$ cat src/rtl/rv_pkg.sv
// Shared definitions for the execution sequencer: opcode constants, ALU
// operation codes, FSM state encoding and the instruction legality check.
package rv_pkg;

  localparam logic [6:0] OPC_OP     = 7'b0110011;
  localparam logic [6:0] OPC_OPIMM  = 7'b0010011;
  localparam logic [6:0] OPC_BRANCH = 7'b1100011;

  typedef enum logic [2:0] {
    ALU_ADD  = 3'b000,
    ALU_SL   = 3'b001,
    ALU_SLT  = 3'b010,
    ALU_SLTU = 3'b011,
    ALU_XOR  = 3'b100,
    ALU_SR   = 3'b101,
    ALU_OR   = 3'b110,
    ALU_AND  = 3'b111
  } alu_op_e;

  typedef enum logic [1:0] {
    ST_IDLE   = 2'd0,
    ST_DECODE = 2'd1,
    ST_EXEC   = 2'd2,
    ST_BRTGT  = 2'd3
  } state_e;

  // Supported subset: register ALU ops, immediate ALU ops, conditional branches.
  function automatic logic is_legal(input logic [31:0] instr);
    logic [6:0] opc;
    logic [2:0] f3;
    logic [6:0] f7;
    logic       ok;
    opc = instr[6:0];
    f3  = instr[14:12];
    f7  = instr[31:25];
    ok  = 1'b0;
    case (opc)
      OPC_OP:
        ok = (f7 == 7'b0000000) ||
             ((f7 == 7'b0100000) && ((f3 == 3'b000) || (f3 == 3'b101)));
      OPC_OPIMM: begin
        if (f3 == 3'b001)      ok = (f7 == 7'b0000000);
        else if (f3 == 3'b101) ok = (f7 == 7'b0000000) || (f7 == 7'b0100000);
        else                   ok = 1'b1;
      end
      OPC_BRANCH:
        ok = (f3 != 3'b010) && (f3 != 3'b011);
      default:
        ok = 1'b0;
    endcase
    return ok;
  endfunction

endpackage

$ cat src/rtl/exec_seq_if.sv
// Instruction handshake between an instruction source (master) and the
// execution sequencer (slave).
//   instr        32-bit instruction word
//   instr_valid  source has a word available
//   instr_ready  sequencer can accept a word this cycle
interface exec_seq_if;
  logic [31:0] instr;
  logic        instr_valid;
  logic        instr_ready;

  modport master (output instr, output instr_valid, input instr_ready);
  modport slave  (input instr, input instr_valid, output instr_ready);
endinterface

$ cat src/rtl/imm_gen.sv
// Immediate generator for the latched instruction.
//   i_opcode  opcode field
//   i_funct3  funct3 field
//   i_hi      instr[31:20]
//   i_lo      instr[11:7]
//   o_imm     sign-extended I or B immediate; shift-immediates yield the
//             zero-extended shift amount so funct7 bits do not leak into it
module imm_gen
  import rv_pkg::*;
(
  input  logic [6:0]  i_opcode,
  input  logic [2:0]  i_funct3,
  input  logic [11:0] i_hi,
  input  logic [4:0]  i_lo,
  output logic [31:0] o_imm
);

  always_comb begin
    o_imm = {{20{i_hi[11]}}, i_hi};
    if (i_opcode == OPC_BRANCH) begin
      // imm[12|10:5] from instr[31:25], imm[11] from instr[7], imm[4:1] from instr[11:8]
      o_imm = {{20{i_hi[11]}}, i_lo[0], i_hi[10:5], i_lo[4:1], 1'b0};
    end else if ((i_opcode == OPC_OPIMM) &&
                 ((i_funct3 == 3'b001) || (i_funct3 == 3'b101))) begin
      o_imm = {27'd0, i_hi[4:0]};
    end
  end

endmodule

$ cat src/rtl/exec_seq.sv
// Execution sequencer: accepts one instruction at a time, decodes it and
// drives ALU / register-file / PC control for one ALU op or one branch.
//   clk, rst_n            system clock, async active-low reset
//   bus                   instruction handshake (slave side)
//   rs1, rs2, rd, imm     operand fields of the latched instruction
//   a_sel_pc, b_sel_imm   ALU operand selects
//   alu_op, alu_*_en      ALU operation, modifiers and output enables
//   alu_eq .. alu_geu     ALU compare flags
//   rd_we, pc_load        write strobes
//   illegal               one-cycle pulse for unsupported instructions
//
// state  | meaning
// IDLE   | ready for a new instruction
// DECODE | fields presented, legality checked
// EXEC   | ALU op driven to the bus, or branch flags sampled
// BRTGT  | branch target computed on the address bus, PC loaded if taken
module exec_seq
  import rv_pkg::*;
(
  input  logic        clk,
  input  logic        rst_n,
  exec_seq_if.slave   bus,
  output logic [4:0]  rs1,
  output logic [4:0]  rs2,
  output logic [4:0]  rd,
  output logic [31:0] imm,
  output logic        a_sel_pc,
  output logic        b_sel_imm,
  output logic [2:0]  alu_op,
  output logic        alu_sub_en,
  output logic        alu_sra_en,
  output logic        alu_bus_en,
  output logic        alu_addr_en,
  input  logic        alu_eq,
  input  logic        alu_lt,
  input  logic        alu_ltu,
  input  logic        alu_ge,
  input  logic        alu_geu,
  output logic        rd_we,
  output logic        pc_load,
  output logic        illegal
);

  state_e      r_state;
  state_e      w_next;
  logic [31:0] r_instr;
  logic        r_taken;

  logic [6:0]  w_opcode;
  logic [2:0]  w_funct3;
  logic        w_legal;
  logic        w_is_op;
  logic        w_is_opimm;
  logic        w_is_branch;
  logic        w_br_cond;

  assign w_opcode    = r_instr[6:0];
  assign w_funct3    = r_instr[14:12];
  assign w_legal     = is_legal(r_instr);
  assign w_is_op     = (w_opcode == OPC_OP);
  assign w_is_opimm  = (w_opcode == OPC_OPIMM);
  assign w_is_branch = (w_opcode == OPC_BRANCH);

  assign rs1 = r_instr[19:15];
  assign rs2 = r_instr[24:20];
  assign rd  = r_instr[11:7];

  imm_gen u_imm_gen (
    .i_opcode (w_opcode),
    .i_funct3 (w_funct3),
    .i_hi     (r_instr[31:20]),
    .i_lo     (r_instr[11:7]),
    .o_imm    (imm)
  );

  always_comb begin
    case (w_funct3)
      3'b000:  w_br_cond = alu_eq;
      3'b001:  w_br_cond = !alu_eq;
      3'b100:  w_br_cond = alu_lt;
      3'b101:  w_br_cond = alu_ge;
      3'b110:  w_br_cond = alu_ltu;
      3'b111:  w_br_cond = alu_geu;
      default: w_br_cond = 1'b0;
    endcase
  end

  always_ff @(posedge clk or negedge rst_n) begin
    if (!rst_n) begin
      r_state <= ST_IDLE;
      r_instr <= 32'd0;
      r_taken <= 1'b0;
    end else begin
      r_state <= w_next;
      if ((r_state == ST_IDLE) && bus.instr_valid) begin
        r_instr <= bus.instr;
      end
      if ((r_state == ST_EXEC) && w_is_branch) begin
        r_taken <= w_br_cond;
      end
    end
  end

  // All controls come from the state and the latched word, never live instr.
  always_comb begin
    w_next          = r_state;
    bus.instr_ready = 1'b0;
    a_sel_pc        = 1'b0;
    b_sel_imm       = 1'b0;
    alu_op          = ALU_ADD;
    alu_sub_en      = 1'b0;
    alu_sra_en      = 1'b0;
    alu_bus_en      = 1'b0;
    alu_addr_en     = 1'b0;
    rd_we           = 1'b0;
    pc_load         = 1'b0;
    illegal         = 1'b0;
    case (r_state)
      ST_IDLE: begin
        bus.instr_ready = 1'b1;
        if (bus.instr_valid) w_next = ST_DECODE;
      end
      ST_DECODE: begin
        if (w_legal) begin
          w_next = ST_EXEC;
        end else begin
          illegal = 1'b1;
          w_next  = ST_IDLE;
        end
      end
      ST_EXEC: begin
        if (w_is_branch) begin
          w_next = ST_BRTGT;
        end else begin
          // Only legal OP / OP-IMM words reach here.
          w_next     = ST_IDLE;
          alu_op     = alu_op_e'(w_funct3);
          b_sel_imm  = w_is_opimm;
          alu_sub_en = w_is_op && (w_funct3 == 3'b000) && r_instr[30];
          alu_sra_en = (w_funct3 == 3'b101) && r_instr[30];
          alu_bus_en = 1'b1;
          rd_we      = (rd != 5'd0);
        end
      end
      ST_BRTGT: begin
        a_sel_pc    = 1'b1;
        b_sel_imm   = 1'b1;
        alu_op      = ALU_ADD;
        alu_addr_en = 1'b1;
        pc_load     = r_taken;
        w_next      = ST_IDLE;
      end
      default: w_next = ST_IDLE;
    endcase
  end

endmodule
$ cat src/flat_wrapper.sv
// flat-port wrapper written by rule: the top's interface ports become plain ports
module exec_seq_flat import rv_pkg::*;
  (clk, rst_n, rs1, rs2, rd, imm, a_sel_pc, b_sel_imm, alu_op, alu_sub_en, alu_sra_en, alu_bus_en, alu_addr_en, alu_eq, alu_lt, alu_ltu, alu_ge, alu_geu, rd_we, pc_load, illegal, bus_instr, bus_instr_valid, bus_instr_ready);
  exec_seq_if bus_i ();
  input  logic clk;
  input  logic rst_n;
  output logic [4:0] rs1;
  output logic [4:0] rs2;
  output logic [4:0] rd;
  output logic [31:0] imm;
  output logic a_sel_pc;
  output logic b_sel_imm;
  output logic [2:0] alu_op;
  output logic alu_sub_en;
  output logic alu_sra_en;
  output logic alu_bus_en;
  output logic alu_addr_en;
  input  logic alu_eq;
  input  logic alu_lt;
  input  logic alu_ltu;
  input  logic alu_ge;
  input  logic alu_geu;
  output logic rd_we;
  output logic pc_load;
  output logic illegal;
  input wire logic [$bits(bus_i.instr)-1:0] bus_instr;
  input wire logic [$bits(bus_i.instr_valid)-1:0] bus_instr_valid;
  output wire logic [$bits(bus_i.instr_ready)-1:0] bus_instr_ready;
  assign bus_i.instr = bus_instr;
  assign bus_i.instr_valid = bus_instr_valid;
  assign bus_instr_ready = bus_i.instr_ready;
  exec_seq u_core (.clk(clk), .rst_n(rst_n), .bus(bus_i), .rs1(rs1), .rs2(rs2), .rd(rd), .imm(imm), .a_sel_pc(a_sel_pc), .b_sel_imm(b_sel_imm), .alu_op(alu_op), .alu_sub_en(alu_sub_en), .alu_sra_en(alu_sra_en), .alu_bus_en(alu_bus_en), .alu_addr_en(alu_addr_en), .alu_eq(alu_eq), .alu_lt(alu_lt), .alu_ltu(alu_ltu), .alu_ge(alu_ge), .alu_geu(alu_geu), .rd_we(rd_we), .pc_load(pc_load), .illegal(illegal));
endmodule
$ cat config.mk
export PLATFORM = sky130hd
export DESIGN_NAME = exec_seq_flat
export DESIGN_NICKNAME = d
export VERILOG_FILES = /design/src/rtl/rv_pkg.sv /design/src/rtl/exec_seq_if.sv /design/src/rtl/imm_gen.sv /design/src/rtl/exec_seq.sv /design/src/flat_wrapper.sv
export SDC_FILE = /design/constraint.sdc
export NUM_CORES = 1
export LEC_CHECK = 0
export CAP_MARGIN = 5
export CORE_MARGIN = 2
export CORE_UTILIZATION = 36
export CTS_CLUSTER_DIAMETER = 200
export DETAILED_ROUTE_END_ITERATION = 6
export GPL_ROUTABILITY_DRIVEN = 0
export PLACE_DENSITY = 0.83
export SLEW_MARGIN = 20
export SYNTH_ARGS = -nofsm -noshare
export SYNTH_HDL_FRONTEND = slang
export SYNTH_SLANG_ARGS = --single-unit
$ cat constraint.sdc
create_clock -name clk -period 1.9 [get_ports clk]
set_clock_uncertainty 0.1 [all_clocks]
set_input_delay 0.285 -clock clk [delete_from_list [all_inputs] [get_ports clk]]
set_output_delay 0.285 -clock clk [all_outputs]
set_load 0.05 [all_outputs]
=== After elaboration in Yosys (flattened, before gate mapping) ===
Index checks and enable logic that the tools add are counted.

* Eq/ne operators: 15
* Mux-type cells: 27
* Reduce and logical (&&, ||, !) cells: 17

{| class="wikitable"
|+ Operator list
! cell !! count
|-
| $mux 32 || 2
|-
| $mux 1 || 16
|-
| $eq 7x6->1 const B || 2
|-
| $eq 3x3->1 const B || 4
|-
| $logic_and 1x1->1 || 8
|-
| $pmux 2 s4 || 1
|-
| $eq 7x5->1 const B || 1
|-
| $eq 7x7->1 const B || 1
|-
| $logic_not 7->1 || 1
|-
| $mux 2 || 3
|-
| $mux 3 || 2
|-
| $ne 3x2->1 const B || 2
|-
| $pmux 1 s6 || 1
|-
| $reduce_bool 5->1 || 1
|-
| $eq 2x2->1 const B || 2
|-
| $logic_or 1x1->1 || 4
|-
| $eq 3x1->1 const B || 1
|-
| $logic_not 3->1 || 1
|-
| $pmux 1 s3 || 1
|-
| $eq 2x1->1 const B || 1
|-
| $logic_not 2->1 || 1
|-
| $ne 2x2->1 const B || 1
|-
| $pmux 1 s2 || 1
|-
| $logic_not 1->1 || 1
|}

* Register bits: 35
* Input port bits: 40
* Output and inout port bits: 60
* Word-level logic and storage cells: 62

=== Depth between registers and ports, before layout ===
* Depth after elaboration: 7
* Depth in mapped cells: 5
* Depth with buffers taken out: 4

=== Hierarchy ===
Synthesis repeated with hierarchy kept, for this count alone.

* Cells, all modules: 177
* Area, all modules: 2092.0 µm²

{| class="wikitable"
|+ By module, submodules not included
! module !! instances !! cells an instance !! area an instance (µm²) !! sequential area each (µm²)
|-
| exec_seq || 1 || 139 || 1741.7 || 875.8
|-
| imm_gen || 1 || 38 || 350.3 || 0.0
|}

=== Least setup slack after synthesis ===
Ideal clock, no wire load.

* Path type: register -> output
* From: register u_core.r_instr[0]
* To: output port alu_sub_en
* Data arrival time: 2.687 ns
* Required time: 1.515 ns
* Setup slack: -1.172 ns
* Cell stages (with the launch flop): 5
* Path buffers: 0
* Cell sequence: dfrtp_1 nand4bb_4 nor3_4 nor3b_1 and4_1

* Longest elaborated chain between the ends: 5
* Elaborated cells between the ends (all ways): 6
* Classes of those cells: 2 x eq/ne; 2 x mux; 2 x reduce/logical

{| class="wikitable"
|+ Ends and longest elaborated chain
! what !! RTL line !! source
|-
| start: declaration || exec_seq.sv:46 || <nowiki>logic [31:0] r_instr;</nowiki>
|-
| start signal: assignment || exec_seq.sv:96 || <nowiki>r_instr <= bus.instr;</nowiki>
|-
| $eq 7x6->1 || exec_seq.sv:60 || <nowiki>assign w_is_op = (w_opcode == OPC_OP);</nowiki>
|-
| $logic_and 1x1->1 (2 in a row) || exec_seq.sv:139 || <nowiki>alu_sub_en = w_is_op && (w_funct3 == 3'b000) && r_instr[30];</nowiki>
|-
| $mux 1 (*) || exec_seq.sv:132 || <nowiki>if (w_is_branch) begin</nowiki>
|-
| $mux 1 (*) || exec_seq.sv:118 || <nowiki>case (r_state)</nowiki>
|-
| end: declaration || flat_wrapper.sv:14 || <nowiki>output logic alu_sub_en;</nowiki>
|}

Mark *: on every way between the ends. The rest lies on a longest branch, timed or not.

=== Final worst setup path ===
* From: register u_core.r_instr[26]
* To: output port illegal

* Longest elaborated chain between the ends: 7
* Elaborated cells between the ends (all ways): 10
* Classes of those cells: 1 x eq/ne; 5 x mux; 4 x reduce/logical

{| class="wikitable"
|+ Ends and longest elaborated chain
! what !! RTL line !! source
|-
| $eq 7x6->1 / $logic_not 7->1 (equally long branches) || -- ||
|-
| $logic_or 1x1->1 || rv_pkg.sv:43 || <nowiki>else if (f3 == 3'b101) ok = (f7 == 7'b0000000) || (f7 == 7'b0100000);</nowiki>
|-
| $mux 1 || rv_pkg.sv:43 ||
|-
| $mux 1 || rv_pkg.sv:42 || <nowiki>if (f3 == 3'b001) ok = (f7 == 7'b0000000);</nowiki>
|-
| $pmux 1 s3 (*) || rv_pkg.sv:37 || <nowiki>case (opc)</nowiki>
|-
| $mux 1 (*) || exec_seq.sv:124 || <nowiki>if (w_legal) begin</nowiki>
|-
| $mux 1 (*) || exec_seq.sv:118 ||
|-
| end: declaration || flat_wrapper.sv:25 || <nowiki>output logic illegal;</nowiki>
|}

Marked as above.

==> impl_metrics.yaml <==
status:
  outcome: "finished with violations"
  violations: "setup timing"
sta:
  setup_violations: 41
  setup_slack_ps: -359.8
  grt_setup_unrepaired: "true"
  max_freq_mhz: 442.5
  slew_headroom_pct: 66.01
  worst_pin_slew_ps: 509.0
  fin_crit_ps: 2260
  min_period_over_period_pct: 118.9
  final_max_slew_viol_count: 0
  hold_viol_final: 0
clocking:
  tritoncts: "built"
  cts_buffers: 5
  htreeDepth: 2
  insertion_delay_ps: 290
  cts-root-buf: "clkbuf_8"
  clock_sinks: 35
  clockBufferDepth: 2
  clk_pin_slew_ps: 70
hold_path:
  hold_depth: 1
  hp-start: "u_core.r_taken"
  min_path_type: "reg -> reg"
  min_to: "u_core.r_taken"
yosys:
  syn_inst: 165
  synth_ff_type: "dfrtp_1"
  ys_warn_count: 0
  synth_cell_types: 33
  synth-edff-count: 0
  synth_top_cell_by_area: "dfrtp_1"
  yosys-top-cells-count: "mux2_2, buf_4, dfrtp_1"
  yosysMostFrequentCell: "mux2_2"
  ys_ff_latch: 35
  synth_top_area_share_pct: 44.16
  async_flop_share_pct: 100.0
  synth_area_mm2: 0.001983
  synth_area_leaders: "dfrtp_1, mux2_2, buf_4, and2_1, nand4bb_4"
  syn_nets: 205
  seq_area_frac_synth_pct: 44.16
  synth.avg_cell_area_um2: 12.02
power_and_ir_drop:
  power.total_uw: 3239
  peakVddDrop_uv: 569.4
  powerDensity_mw_per_mm2: 885.0
  p_sw_uw: 1282
  p_seq_share_pct: 29.5
  clock_power_share_pct: 16.0
  power_leakage_uw: 0.001588
  p_int_uw: 1957
  comb_power_share_pct: 54.6
  p_sw_share_pct: 39.57
critical_path:
  rr_endpoint: "u_core.r_state[1]"
  slowest_delay_ps: 580
  critPathCaptureType: "primary output"
  cp_slowest_cell: "or4_4"
  crit_fanout: 2
  crit_path_cell_trace: "or4_4, nor4_4, a22oi_2, and3_4, buf_6"
  setup.worst_path.class: "reg -> out"
  reg2reg_slack_ps: 50
  arrival_ps: 1870
  rr_worst_depth: 5
  r2r-start: "u_core.r_instr[26]"
  start_kind: "register"
  cp_data_required_time_ps: 1510
die:
  die_w_um: 78.22
  rows: 27
  core_area_mm2: 0.005405
  initial_utilization_pct: 36.69
  die_y_um: 78.22
  io_pins: 100
  dieArea_mm2: 0.006118
place:
  place_ws_ps: -159.6
  hpwl_mm: 3.723
  portBuffers: 99
final_layout:
  drive_gt1_share_pct: 59.16
  n_fill_cell: 385
  diodes: 0
  layout.nets: 301
  area_delta_synth_final_pct: 84.54
drt:
  drt_pass1_iterations: 4
  ant_nets: 0
  drc: 0
  dr.first_iter.drc_count: 38
  drt-wirelength-per-cell_um: 16.56
  via_per_inst: 4.754
  drt_wl_total_mm: 5.531
  num_vias: 1588
run:
  max-cap-violations: 0
global_route:
  antenna_found_initial: 0
  grt_max_degree: 36
  grt_use_total_pct: 17.27
  grt_pass1_wl_mm: 8.155
  grt_pass1_vias: 1611
  grt-ovfl-total: 0
## flip-flops by register name, indices dropped and copies added, names as in the netlist
| name | flops |
|---|---|
| u_core.r_taken | 1 |
| u_core.r_instr | 32 |
| u_core.r_state | 2 |
## worst max-delay path: cells and delay by family, from the launching register on
family / cells / cell delay (ps)
AO/OA/AOI/OAI: 1 / 90
buffers and inverters: 1 / 140
flip-flops: 1 / 380
AND/OR/NAND/NOR: 3 / 980
## worst max-delay path by stage
stage                            start         end  slack [ps]
CTS                 u_core.r_instr[27]     illegal        -380
floorplan            u_core.r_instr[0]  alu_sub_en        -140
detailed placement  u_core.r_instr[26]     illegal        -160
global placement    u_core.r_instr[26]     illegal        -110
finish              u_core.r_instr[26]     illegal        -360
global route         u_core.r_instr[3]   alu_op[2]        -420
## cells by family (layout without fill, tap and decap cells)
kind of cell | Yosys count | in the layout | synth area share (%)
flops | 35 | 35 | 44.16
compound gates | 7 | 7 | 2.965
xor+xnor | 2 | 2 | 0.8834
buf+inv | 41 | 138 | 14.70
simple gates | 41 | 41 | 14.58
mux | 39 | 39 | 22.71
## final cells by class
cell class                 count  area, um2  share of cell area, %
clock buffer                   7      76.32                  2.085
clock inverter                 1      5.005                 0.1368
inverter                       1      3.754                 0.1026
sequential                    35      877.1                  23.97
tap                           72      90.09                  2.462
timing repair buffer         129       1649                  45.06
multi-input combinational     89      958.4                  26.19
## metrics by stage
step / utilization, % / TNS [ps] / area (um2) / hold WS, ps / cells
after global placement: 58.03 / -111.6 / 3137 / 247.6 / 313
after floorplan: - / -665.3 / 2018 / -110.6 / 165
after CTS: 64.63 / -8596 / 3493 / 408.6 / 330
after global routing: 67.71 / -11750 / 3660 / 423.2 / 334
after detailed placement: 58.03 / -200.3 / 3137 / 255.8 / 313
final: 67.71 / -8646 / 3660 / 407.2 / 334
## metal layers
metal,up-vias,share of wire [%],GRT usage [%]
met1,777,40,21.33
met3,9,7.3,6.207
met4,0,1.7,5.439
met5,-,0,0
li1,726,-,-
met2,76,51,28.28
## power by group through the flow
| stage | clock network, uW | registers, uW | logic (uW) |
|---|---|---|---|
| detailed placement | 0 | 957 | 1550 |
| CTS | 537 | 944 | 1720 |
| finish | 517 | 955 | 1770 |
| global route | 573 | 968 | 1830 |
| global placement | 0 | 948 | 1530 |
| floorplan | 0 | 936 | 1040 |
## layout by cell type (no fill, tap or decap), types with 3 or more instances in the layout
cell and count:
clkbuf_8 5, buf_8 17, clkdlybuf4s50_1 46, dfrtp_1 34
buf_4 22, nor2_1 3, mux2_4 5, dlymetal6s2s_1 3
mux2_2 33, buf_12 30, buf_6 8, and2_4 10
## timing repair
| action | CTS | global route |
|---|---|---|
| hold buffers | 1 | 0 |
| pin swaps | 10 | 8 |
| endpoints found under the hold margin | 35 | 0 |
| setup endpoints to repair | 41 | 45 |
| gates resized for setup | 43 | 47 |
| buffers inserted | 7 | 10 |
| gates cloned | 2 | 1 |
Power figures use the tool's default switching activity.
